## src/rtl/wb_stage.sv

```systemverilog
// wb_stage: writeback merge of in-order pipeline results and a buffered long-latency FIFO.
// Define WB_LOAD_EXT_EN to enable byte/halfword load selection and extension.
module wb_stage #(
    parameter int PTR_W = 2
) (
    input  logic             clk,
    input  logic             rst,
    input  logic             p_valid,
    input  logic [4:0]       p_rd,
    input  logic [31:0]      p_alu,
    input  logic             p_is_load,
    input  logic [31:0]      p_ld_data,
    input  logic [1:0]       p_ld_size,
    input  logic             p_ld_sign,
    input  logic [1:0]       p_ld_off,
    input  logic             lu_valid,
    output logic             lu_ready,
    input  logic [4:0]       lu_rd,
    input  logic [31:0]      lu_data,
    output logic             we,
    output logic [4:0]       w_addr,
    output logic [31:0]      w_data,
    output logic [PTR_W:0]   fifo_cnt
);
    localparam int DEPTH = 1 << PTR_W;
    localparam logic [PTR_W:0] FULL = (PTR_W+1)'(DEPTH);
    logic [4:0]       q_rd   [DEPTH];
    logic [31:0]      q_data [DEPTH];
    logic [DEPTH-1:0] q_live;
    logic [PTR_W-1:0] wr_ptr, rd_ptr;
    logic [31:0]      ld_res, p_res;
    logic             p_wr, push, pop, head_live;
`ifdef WB_LOAD_EXT_EN
    logic [7:0]       ld_b;
    logic [15:0]      ld_h;
    always_comb begin
        ld_b   = p_ld_data[{p_ld_off, 3'b000} +: 8];
        ld_h   = p_ld_data[{p_ld_off[1], 4'b0000} +: 16];
        ld_res = p_ld_size == 2'b00 ? {{24{p_ld_sign & ld_b[7]}}, ld_b} :
                 p_ld_size == 2'b01 ? {{16{p_ld_sign & ld_h[15]}}, ld_h} : p_ld_data;
    end
`else
    logic unused_ld;
    assign unused_ld = ^{p_ld_size, p_ld_sign, p_ld_off};
    assign ld_res = p_ld_data;
`endif
    assign p_res     = p_is_load ? ld_res : p_alu;
    assign lu_ready  = !rst && fifo_cnt != FULL;
    assign p_wr      = p_valid && p_rd != 5'd0;
    assign push      = lu_valid && lu_ready && lu_rd != 5'd0;
    assign pop       = !p_wr && fifo_cnt != '0;
    assign head_live = q_live[rd_ptr];
    always_ff @(posedge clk) begin
        if (push) begin
            q_rd[wr_ptr]   <= lu_rd;
            q_data[wr_ptr] <= lu_data;
        end
    end
    always_ff @(posedge clk or posedge rst) begin
        if (rst) begin
            we       <= 1'b0;
            w_addr   <= '0;
            w_data   <= '0;
            fifo_cnt <= '0;
            q_live   <= '0;
            wr_ptr   <= '0;
            rd_ptr   <= '0;
        end else begin
            // a pipeline write is younger than every buffered result to the same rd
            for (int i = 0; i < DEPTH; i++)
                if (p_wr && q_rd[i] == p_rd) q_live[i] <= 1'b0;
            if (push) begin
                q_live[wr_ptr] <= !(p_wr && lu_rd == p_rd);
                wr_ptr         <= wr_ptr + 1'b1;
            end
            if (pop) rd_ptr <= rd_ptr + 1'b1;
            fifo_cnt <= fifo_cnt + (PTR_W+1)'(push) - (PTR_W+1)'(pop);
            we       <= p_wr || (pop && head_live);
            if (p_wr) begin
                w_addr <= p_rd;
                w_data <= p_res;
            end else if (pop && head_live) begin
                w_addr <= q_rd[rd_ptr];
                w_data <= q_data[rd_ptr];
            end
        end
    end
endmodule

```

## config.mk

```make
export PLATFORM = sky130hd
export DESIGN_NAME = wb_stage
export DESIGN_NICKNAME = d
export VERILOG_FILES = /design/src/rtl/wb_stage.sv
export SDC_FILE = /design/constraint.sdc
export NUM_CORES = 1
export LEC_CHECK = 0
export ABC_CLOCK_PERIOD_IN_PS = 2300
export CORE_UTILIZATION = 41
export DETAILED_ROUTE_END_ITERATION = 12
export GPL_TIMING_DRIVEN = 0
export PLACE_DENSITY_LB_ADDON = 0.12
export SYNTH_ARGS = -nofsm -noshare
export SYNTH_HDL_FRONTEND = slang
export SYNTH_SLANG_ARGS = --single-unit
```

## constraint.sdc

```tcl
create_clock -name clk -period 2.3 [get_ports clk]
set_clock_uncertainty 0.2 [all_clocks]
set_input_delay 0.23 -clock clk [delete_from_list [all_inputs] [get_ports clk]]
set_output_delay 0.23 -clock clk [all_outputs]
set_load 0.02 [all_outputs]
```

==> out/metrics.cfg, run 1 <==
[timing]
achievable-frequency_mhz=424
finalHoldViolations=0
final_min_period_over_clock_period=1.03
postLayoutSetupSlackWorst_ns=-0.0607
setup-violations-final=1
timing.slew.headroom=0.430
post-route-min-period_ns=2.36
tns_ns=-0.0607
rsz0062_at_grt=yes
drv_slew=0
worst-slew-pin-transition_ns=0.851

[critical_path]
timing.critical_path.from_type=register
reg2reg_from=fifo_cnt[2]
endpoint_kind=register
critPathKind=reg2reg
timing.critical_path.arrival_ns=2.48
required_ns=2.42
cp_startpoint=fifo_cnt[2]
crit_path_end=fifo_cnt[2]
regToRegSetupSlack_ns=-0.06
critical_path.reg2reg.endpoint=fifo_cnt[2]
worstRegToRegCells=8
worst-path-max-fanout=4

[final_layout]
drive_gt1_frac=0.239
design_area_um2=11100
mostFrequentLayoutCell=edfxtp_1
nNetsFinal=785
antenna-diode-count=0
final_cells=945
area_growth_from_synthesis_to_final_layout_pct=31.3
final.fill_count=1630
most-common-layout-cells=edfxtp_1 (148), clkdlybuf4s50_1 (142), dfrtp_1 (47), mux4_2 (38), nand3_1 (38)

[synthesis]
postSynthAreaPerCell_um2=17.4
yosysWarnings=0
synth.ff_latch_count=197
mappedNetlistNets=606
ys_seq_area_frac=0.674
syn_inst=483
synth_area_um2=8420
synth.distinct_cells=33

[floorplanning]
i_o_pin_count=158
start_util=0.417
fp.dieH_um=145
core_um2=20200
die-width_um=145
design.die.area_um2=21100
rows=52

[drt]
drc_errors=0
routed_vias_inst=5.24
wl_per_cell_um=21.1
number_of_search_and_repair_iterations_in_the_first_detailed_routing_pass=4
drt.antenna.violating_nets=0
drt_wirelength_mm=19.9
drt_iter0_drc=364
vias=4950

[clock_network]
cts_tree=built
clock_tree.htree_level_count=4
cts-root-buf=clkbuf_16
clock_insertion_delay_worst_skew_ns=0.44
cts_sinks=197
cts_max_path_buffers=2
cts-buffers-inserted=17
path_clk_slew_ns=0.07

[global_routing]
via_count_of_the_first_global_routing_pass=5185
globalRouteMet1Util=0.252
grt.met2_usage=0.332
grt_antenna_before_repair=0
grt_most_used_layer=met2
gr-total-overflow=0
largest_net_degree_at_the_start_of_global_routing=39
grt_use_met3=0.0384
first_pass_grt_wire_length_mm=30.2
track_usage=0.194

[place]
io_buffer_count=146
dp.cells=899
place_hpwl_mm=12.3
gp_routability_congestion=0.801
place_area_um2=10300

[run_status]
failed_checks=negative setup slack
outcome=finished with violations

[min_path]
worst_hold_path_type=in2reg

[power_and_ir_drop]
power.static_leakage_nw=3.89
combPwrFrac=0.367
netSwitchingPower_mw=4.20
seqPwrFrac=0.395
swShare=0.336
vdd.ir_drop.worst_uv=602
power_frac_clock=0.238
cell_area_power_density_nw_per_um2=1130
power_report.internal_total_mw=8.28

[run]
max_cap_violations=0

[stage by stage]
step / power [mW] / worst slack [ns] / hold slack, ns / utilization
5_1_grt: 13.1 / -0.128 / 0.0620 / 0.548
2_1_floorplan: 7.68 / -0.345 / 0.0729 / -
4_1_cts: 12.5 / -0.148 / 0.0145 / 0.544
6_report: 12.5 / -0.0607 / 0.0385 / 0.548
3_3_place_gp: 9.39 / -1.45 / 0.288 / 0.510
3_5_place_dp: 9.49 / -1.49 / 0.296 / 0.510
[critical path: stages, from the launching register on]
cell and delay, ns:
dfrtp_2 0.43, or3_4 0.41, and2_4 0.17, ha_4 0.25, inv_2 0.04, ha_4 0.14
fa_2 0.34, xnor2_2 0.15, xnor2_1 0.13
[metal layers]
metal	routed length, µm	part of all wire
met2	10200	0.51
met5	0	0
met3	789	0.040
met4	185	0.0093
met1	8740	0.44
[power by group through the flow]
stage | clock network, mW | logic [mW] | registers [mW]
after floorplan | 0 | 2.31 | 5.37
after global placement | 0 | 4.39 | 5.00
after detailed placement | 0 | 4.47 | 5.02
after CTS | 3.01 | 4.56 | 4.95
after global routing | 3.15 | 4.94 | 5.01
final | 2.98 | 4.58 | 4.93
[worst min path at each step]
stage                     from           to  slack (ns)  depth (start not counted)
finish                lu_rd[0]   q_rd[2][0]        0.04                          1
floorplan                  rst  fifo_cnt[0]        0.07                          1
global route          lu_rd[0]   q_rd[2][0]        0.06                          1
global placement    w_data[29]   w_data[29]        0.29                          2
CTS                   lu_rd[0]   q_rd[0][0]        0.01                          1
detailed placement   w_data[3]    w_data[3]        0.30                          2
[synthesized netlist by cell type]
cell type	n	area share
xor2_1	11	0.011
o41ai_1	4	0.0042
dfrtp_1	49	0.15
or4_4	1	0.0013
o2111a_1	1	0.0013
clkbuf_1	13	0.0058
mux2i_1	37	0.044
nand3_1	38	0.023
xnor2_1	19	0.020
and4_1	4	0.0042
or4_1	1	0.00089
o21ai_1	29	0.017
inv_2	1	0.00045
mux4_2	38	0.10
nor4_1	1	0.00074
a21oi_1	1	0.00059
or3_1	1	0.00074
edfxtp_1	148	0.53
nand2_1	2	0.00089
o21ai_0	4	0.0024
and2_1	7	0.0052
or3b_2	1	0.0010
buf_2	8	0.0048
a221o_1	4	0.0048
nor2_1	1	0.00045
buf_1	1	0.00045
buf_4	10	0.0089
inv_1	7	0.0031
o21ai_4	1	0.0019
ha_1	6	0.0089
buf_6	1	0.0013
mux2_2	32	0.043
fa_1	1	0.0024
[state kept, by name (all words and copies together), names as in the netlist]
register and cells:
we 1, q_rd 20, rd_ptr 2, q_live 4
wr_ptr 2, w_data 32, w_addr 5, fifo_cnt 3
q_data 128
[area by class of cell]
type	instances	area, µm²	share of cell area
flip-flops and latches	197	5670	0.513
multi-input cells	247	2610	0.237
repair buffers	157	1560	0.141
clock buffers	17	425	0.0385
well taps	270	338	0.0306
plain buffers	32	216	0.0196
clock inverters	15	180	0.0163
inverters	8	33.8	0.00306
repair inverters	2	12.5	0.00113
[timing repair]
action / in CTS / in global routing
setup endpoints to repair: 191 / 34
hold buffers: 3 / 0
pin swaps: 0 / 12
gates cloned: 2 / 2
endpoints found under the hold margin: 3 / 0
buffers inserted: 3 / 5
gates resized for setup: 21 / 7
[cell families (layout without fill, tap and decap cells)]
| logic type | count (synthesis) | in the layout | synth area share |
|---|---|---|---|
| muxes | 107 | 107 | 0.188 |
| DFF | 197 | 197 | 0.674 |
| adders and majority gates | 7 | 7 | 0.0113 |
| and+or+nand+nor | 57 | 59 | 0.0381 |
| AOI/OAI and AO/OA | 44 | 44 | 0.0324 |
| xor gates and xnor gates | 30 | 30 | 0.0312 |
| buffers and inverters | 41 | 231 | 0.0248 |
Power figures use the tool's default switching activity.
==> run 2: changes to the inputs <==
Settings changed: CAP_MARGIN set to 20, HOLD_SLACK_MARGIN set to 0.05.
==> run 2 against run 1 <==
Compared with the run above: the flow still finishes with violations (negative setup slack); design area is 1.4% higher; critical path depth stayed put; sequential share of layout area is 0.72 points lower; largest power group unchanged; cell count is 0.85% higher; utilization is 0.76 points higher; clock power is 1% higher; first-iteration DRC count is 2.2% lower; worst hold slack better by 0.071 ns; wire length is 1.9% lower; sequential power hardly changed; combinational power hardly changed; setup slack better by 0.022 ns.
==> out/metrics.cfg, run 2 (synthesized netlist as in run 1, its figures left out) <==
[drt]
wl_per_cell_um=20.5
met1_length_mm=8.32
number_of_search_and_repair_iterations_in_the_first_detailed_routing_pass=5
met2RoutedLength_mm=9.79
drc_errors=0
drt_iter0_drc=356
vias=5030
drt_wirelength_mm=19.5
routed_vias_inst=5.28
drt.antenna.violating_nets=0
met3WireLength_mm=1.08
highest-signal-layer=met4

[place]
place_hpwl_mm=13.0
io_buffer_count=146
gp_routability_congestion=0.801
place_worst_setup_slack_ns=-0.974
dp.cells=904

[power_and_ir_drop]
vdd.ir_drop.worst_uv=589
power_mw=12.6
seqPwrFrac=0.393
netSwitchingPower_mw=4.14
combPwrFrac=0.367
power.static_leakage_nw=3.97
power_frac_clock=0.240
power_report.internal_total_mw=8.41
swShare=0.330
cell_area_power_density_nw_per_um2=1120

[run]
max_cap_violations=0

[critical_path]
reg2reg_from=fifo_cnt[2]
timing.critical_path.cells=or3_4 -> and2_4 -> ha_4 -> inv_2 -> ha_4 -> fa_2 -> xnor2_2 -> xnor2_1
worstRegToRegCells=8
critical-path-slowest-cell=dfrtp_2
critical_path.most_common_cell=ha_4
timing.critical_path.slowest_cell_delay_ns=0.42
required_ns=2.42
timing.critical_path.arrival_ns=2.45
regToRegSetupSlack_ns=-0.04
endpoint_kind=register
worst-path-max-fanout=4
critPathKind=reg2reg
timing.critical_path.from_type=register
critical_path.reg2reg.endpoint=fifo_cnt[2]

[final_layout]
antenna-diode-count=0
largest_register_ff_count=128
most-common-layout-cells=edfxtp_1 (148), clkdlybuf4s50_1 (140), dfrtp_1 (48), mux4_2 (38), nand3_1 (38)
area_growth_from_synthesis_to_final_layout_pct=33.1
largest_register_by_flop_count=q_data
nNetsFinal=793
layout_top_registers=q_data (128), w_data (32), q_rd (20)
final.fill_count=1615
mostFrequentLayoutCell=edfxtp_1
drive_gt1_frac=0.237
final_cells=953

[clock_network]
path_clk_slew_ns=0.07
cts_max_path_buffers=2
cts_sinks=197
cts_tree=built
cts-root-buf=clkbuf_16
clock_tree.htree_level_count=4
clock_insertion_delay_worst_skew_ns=0.43
cts-buffers-inserted=17

[timing]
postLayoutSetupSlackWorst_ns=-0.0386
post-route-min-period_ns=2.34
drv_slew=0
worst-slew-pin-transition_ns=0.774
timing.slew.headroom=0.484
final_min_period_over_clock_period=1.02
rsz0062_at_grt=yes
finalHoldViolations=0
achievable-frequency_mhz=428
fin_worst_hold_slack_ns=0.110
setup-violations-final=1

[floorplanning]
design.die.area_um2=21100
core_um2=20200
rows=52
fp.dieH_um=145
start_util=0.417
i_o_pin_count=158
die-width_um=145

[min_path]
timing.hold.worst.start=lu_rd[1]
hold_depth=1
worst_hold_path_type=in2reg
worst_hold_path.endpoint=q_rd[2][1]

[global_routing]
largest_net_degree_at_the_start_of_global_routing=30
track_usage=0.194
grt_antenna_before_repair=1
gr-total-overflow=0
first_pass_grt_wire_length_mm=30.3
via_count_of_the_first_global_routing_pass=5253

[run_status]
failed_checks=negative setup slack
outcome=finished with violations

[run 2: changes by cell type in the layout (fill, tap and decap cells not counted), sizes merged, moves of 2 or more]
cell           delta
buf               +5
dlygate4sd3       +6
clkinv            -2
and2              -2
clkdlybuf4s50     -2
[run 2: critical path: cells and delay by family, from the launching register on]
family | cells | cell delay, ns
and+or+nand+nor | 2 | 0.56
buffers and inverters | 1 | 0.04
adders and majority gates | 3 | 0.74
xor gates and xnor gates | 2 | 0.26
DFF | 1 | 0.42
[run 2: what timing repair did]
| item | in CTS | in global routing |
|---|---|---|
| cloned | 1 | 0 |
| hold buffers | 9 | 1 |
| buffers inserted | 3 | 4 |
| gates resized for setup | 22 | 3 |
| hold endpoints to repair | 57 | 4 |
| endpoints found under the setup margin | 188 | 32 |
| pin swaps | 1 | 7 |
[run 2: worst max path at each step]
stage	cells past startpoint	end	startpoint	slack, ns
after detailed placement	11	fifo_cnt[2]	rst	-0.97
after global routing	8	fifo_cnt[2]	fifo_cnt[2]	-0.09
after CTS	8	fifo_cnt[2]	fifo_cnt[0]	-0.15
after global placement	10	fifo_cnt[2]	rst	-1.45
after floorplan	9	fifo_cnt[2]	rst	-0.35
final	8	fifo_cnt[2]	fifo_cnt[2]	-0.04
[run 2: area by class of cell]
cell class | instances | area [µm²] | share of cell area
buffer | 32 | 220 | 0.0197
sequential | 197 | 5670 | 0.506
tap | 270 | 338 | 0.0302
multi-input combinational | 245 | 2600 | 0.232
inverter | 8 | 33.8 | 0.00302
timing repair buffer | 168 | 1730 | 0.155
clock inverter | 15 | 181 | 0.0162
clock buffer | 17 | 425 | 0.0380
timing repair inverter | 1 | 5.00 | 0.000447
[run 2: stage by stage]
step                      instance area (µm²)  utilization  setup TNS, ns
after floorplan                          8490            -          -5.32
after global placement                  10300        0.510        -215.75
after detailed placement                10400        0.515        -116.38
after CTS                               11200        0.553         -0.202
after global routing                    11200        0.556        -0.0944
final                                   11200        0.556        -0.0386
[run 2: power groups by stage]
stage	clock (mW)	sequential, mW	combinational, mW
CTS	3.06	4.95	4.62
floorplan	0	5.37	2.31
global placement	0	5.00	4.39
detailed placement	0	5.02	4.51
global route	3.20	5.01	4.95
finish	3.02	4.93	4.60
[run 2: metal layers]
metal  global-route usage  vias up
li1                     -     2270
met5                    0        -
met1                0.251     2557
met4               0.0668        0
met3               0.0371       24
met2                0.328      179
==> run 3: changes to the inputs <==
Settings changed: ABC_AREA set to 1, CORE_MARGIN set to 8, HOLD_SLACK_MARGIN 0.05 to not set.
==> run 3 against run 2 <==
Compared with the run above: the flow still finishes with violations (negative setup slack); setup slack improved by 0.037 ns; count of clock-buffer cells in the layout increased by 1; fmax increased by 1.6%; register-to-register slack improved by 0.04 ns; utilization decreased by 1.5 points; first-iteration DRC count increased by 24%; non-clock buffer count increased by 21; critical endpoint is now q_data[1][15]; global-route usage about the same; sequential share of layout area decreased by 1.9 points; design area increased by 3.9%.
==> out/metrics.cfg, run 3 <==
[run_status]
outcome=finished with violations
failed_checks=negative setup slack

[synthesis]
ys_async_sr_fraction=0.249
synthDominantAreaCellType=edfxtp_1
synth.ff_latch_count=197
yosysWarnings=0
number_of_flops_mapped_to_enable_cells_by_yosys=148
synth.area.top_cells=edfxtp_1 (50%), dfrtp_1 (14%), nand2_1 (14%)
mappedNetlistNets=988
postSynthAreaPerCell_um2=10.3
synth_area_um2=8920
synthDominantCellAreaShare=0.498
synth.distinct_cells=25
yosys.cell_count.top_type=nand2_1
yosys_most_used_dff=edfxtp_1
ys_seq_area_frac=0.636
synthTopCellsByCount=nand2_1 (322), edfxtp_1 (148), nand3_1 (141)
syn_inst=865

[drt]
drt_iter0_drc=442
number_of_search_and_repair_iterations_in_the_first_detailed_routing_pass=5
drt_wirelength_mm=25.4
routed_vias_inst=4.93
drc_errors=0
vias=6661
drt.antenna.violating_nets=0
wl_per_cell_um=18.8

[power_and_ir_drop]
cell_area_power_density_nw_per_um2=1130
power_mw=13.1
power_frac_clock=0.214
power_report.internal_total_mw=8.08
seqPwrFrac=0.371
swShare=0.384
combPwrFrac=0.415
vdd.ir_drop.worst_uv=767
netSwitchingPower_mw=5.04
power.static_leakage_nw=4.75

[timing]
timing.slew.headroom=0.509
worst-slew-pin-transition_ns=0.736
rsz0062_at_grt=yes
drv_slew=0
postLayoutSetupSlackWorst_ns=-0.00139
finalHoldViolations=0
final_min_period_over_clock_period=1.00
fin_worst_hold_slack_ns=0.0190
achievable-frequency_mhz=435
post-route-min-period_ns=2.30
setup-violations-final=4

[final_layout]
drive_gt1_frac=0.144
final.fill_count=1924
layout_top_registers=q_data (128), w_data (32), q_rd (20)
nNetsFinal=1179
largest_register_ff_count=128
fin_util=0.540
area_growth_from_synthesis_to_final_layout_pct=30.5
largest_register_by_flop_count=q_data
mostFrequentLayoutCell=nand2_1
most-common-layout-cells=nand2_1 (320), edfxtp_1 (148), nand3_1 (140), clkdlybuf4s50_1 (139), dfrtp_1 (46)

[clock_network]
path_clk_slew_ns=0.07
cts-buffers-inserted=17
cts-root-buf=clkbuf_16
cts_tree=built
cts_sinks=197
clock_tree.htree_level_count=4
cts_max_path_buffers=2
clock_insertion_delay_worst_skew_ns=0.43

[global_routing]
gr-total-overflow=0
via_count_of_the_first_global_routing_pass=6771
largest_net_degree_at_the_start_of_global_routing=29
grt_antenna_before_repair=2
first_pass_grt_wire_length_mm=39.0
track_usage=0.194

[critical_path]
timing.critical_path.arrival_ns=2.10
required_ns=2.09
timing.critical_path.from_type=register
critPathKind=reg2reg
worst-path-max-fanout=18
endpoint_kind=register
regToRegSetupSlack_ns=-0.001

[place]
gp_routability_congestion=0.769
io_buffer_count=147
place_hpwl_mm=15.9
place_worst_setup_slack_ns=-0.844

[floorplanning]
core_um2=21600
start_util=0.414
i_o_pin_count=158
design.die.area_um2=26700
die-width_um=163
fp.dieH_um=163
rows=54

[run]
max_cap_violations=0

[min_path]
worst_hold_path_type=in2reg

run 3: power by group through the flow:
stage | Combinational, mW | Sequential, mW | Clock, mW
global route | 6.01 | 4.94 | 2.99
finish | 5.45 | 4.87 | 2.81
global placement | 5.18 | 4.96 | 0
floorplan | 2.66 | 5.36 | 0
detailed placement | 5.23 | 4.97 | 0
CTS | 5.46 | 4.87 | 2.86
run 3: worst max-delay path, stage by stage, from the launching register on:
cell        delay [ns]
dfrtp_2           0.43
nor2_4            0.15
a21oi_4           0.08
buf_6             0.12
nand4_1           0.26
clkinvlp_4        0.62
run 3: cells by family (layout without fill, tap and decap cells):
family                     after synthesis  in the layout  share of synthesized area
other                                    0              3                          0
buffers and inverters                   81            285                     0.0457
DFF                                    197            197                      0.636
AOI/OAI and AO/OA                       28             28                     0.0159
adders and majority gates                7              7                     0.0107
and+or+nand+nor                        501            501                      0.233
muxes                                   32             32                     0.0404
xor gates and xnor gates                19             19                     0.0187
run 3: per-layer routing:
layer	wire, µm	vias up	global-route usage
li1	-	3296	-
met3	1500	22	0.0396
met5	0	-	0
met4	354	0	0.0624
met2	12300	181	0.321
met1	11200	3162	0.251
run 3: worst paths after layout:
check | start | endpoint | cells after the start
worst max-delay path | fifo_cnt[0] | q_data[1][15] | 5
worst min-delay path | p_rd[3] | w_addr[3] | 5
worst max register to register | fifo_cnt[0] | q_data[1][15] | 5
worst min register to register | w_addr[0] | w_addr[0] | 2
max in group asynchronous | rst | w_data[19] | 3
min in group asynchronous | rst | fifo_cnt[0] | 2
run 3: per-stage QoR:
stage          cells  TNS (ns)  area, µm²
2_1_floorplan    865   -0.0637       8960
3_3_place_gp    1292   -153.33      10800
3_5_place_dp    1293   -123.82      10800
4_1_cts         1344     -5.22      11600
5_1_grt         1351     -2.12      11600
6_report        1352  -0.00216      11600
run 3: final cells by class:
type                    count  area, µm²  area share
diodes                      3       7.51    0.000645
inverters                  28        120      0.0103
well taps                 280        350      0.0301
repair inverters            4       30.0     0.00258
clock buffers              18        439      0.0377
multi-input cells         587       2910       0.250
flip-flops and latches    197       5670       0.487
repair buffers            168       1690       0.145
plain buffers              53        303      0.0260
clock inverters            14        115     0.00989
run 3: timing repair:
action | CTS | global route
setup endpoints to repair | 150 | 58
hold buffers | 0 | 0
cloned | 4 | 0
buffers inserted | 15 | 6
gates resized for setup | 24 | 2
pin swaps | 6 | 5
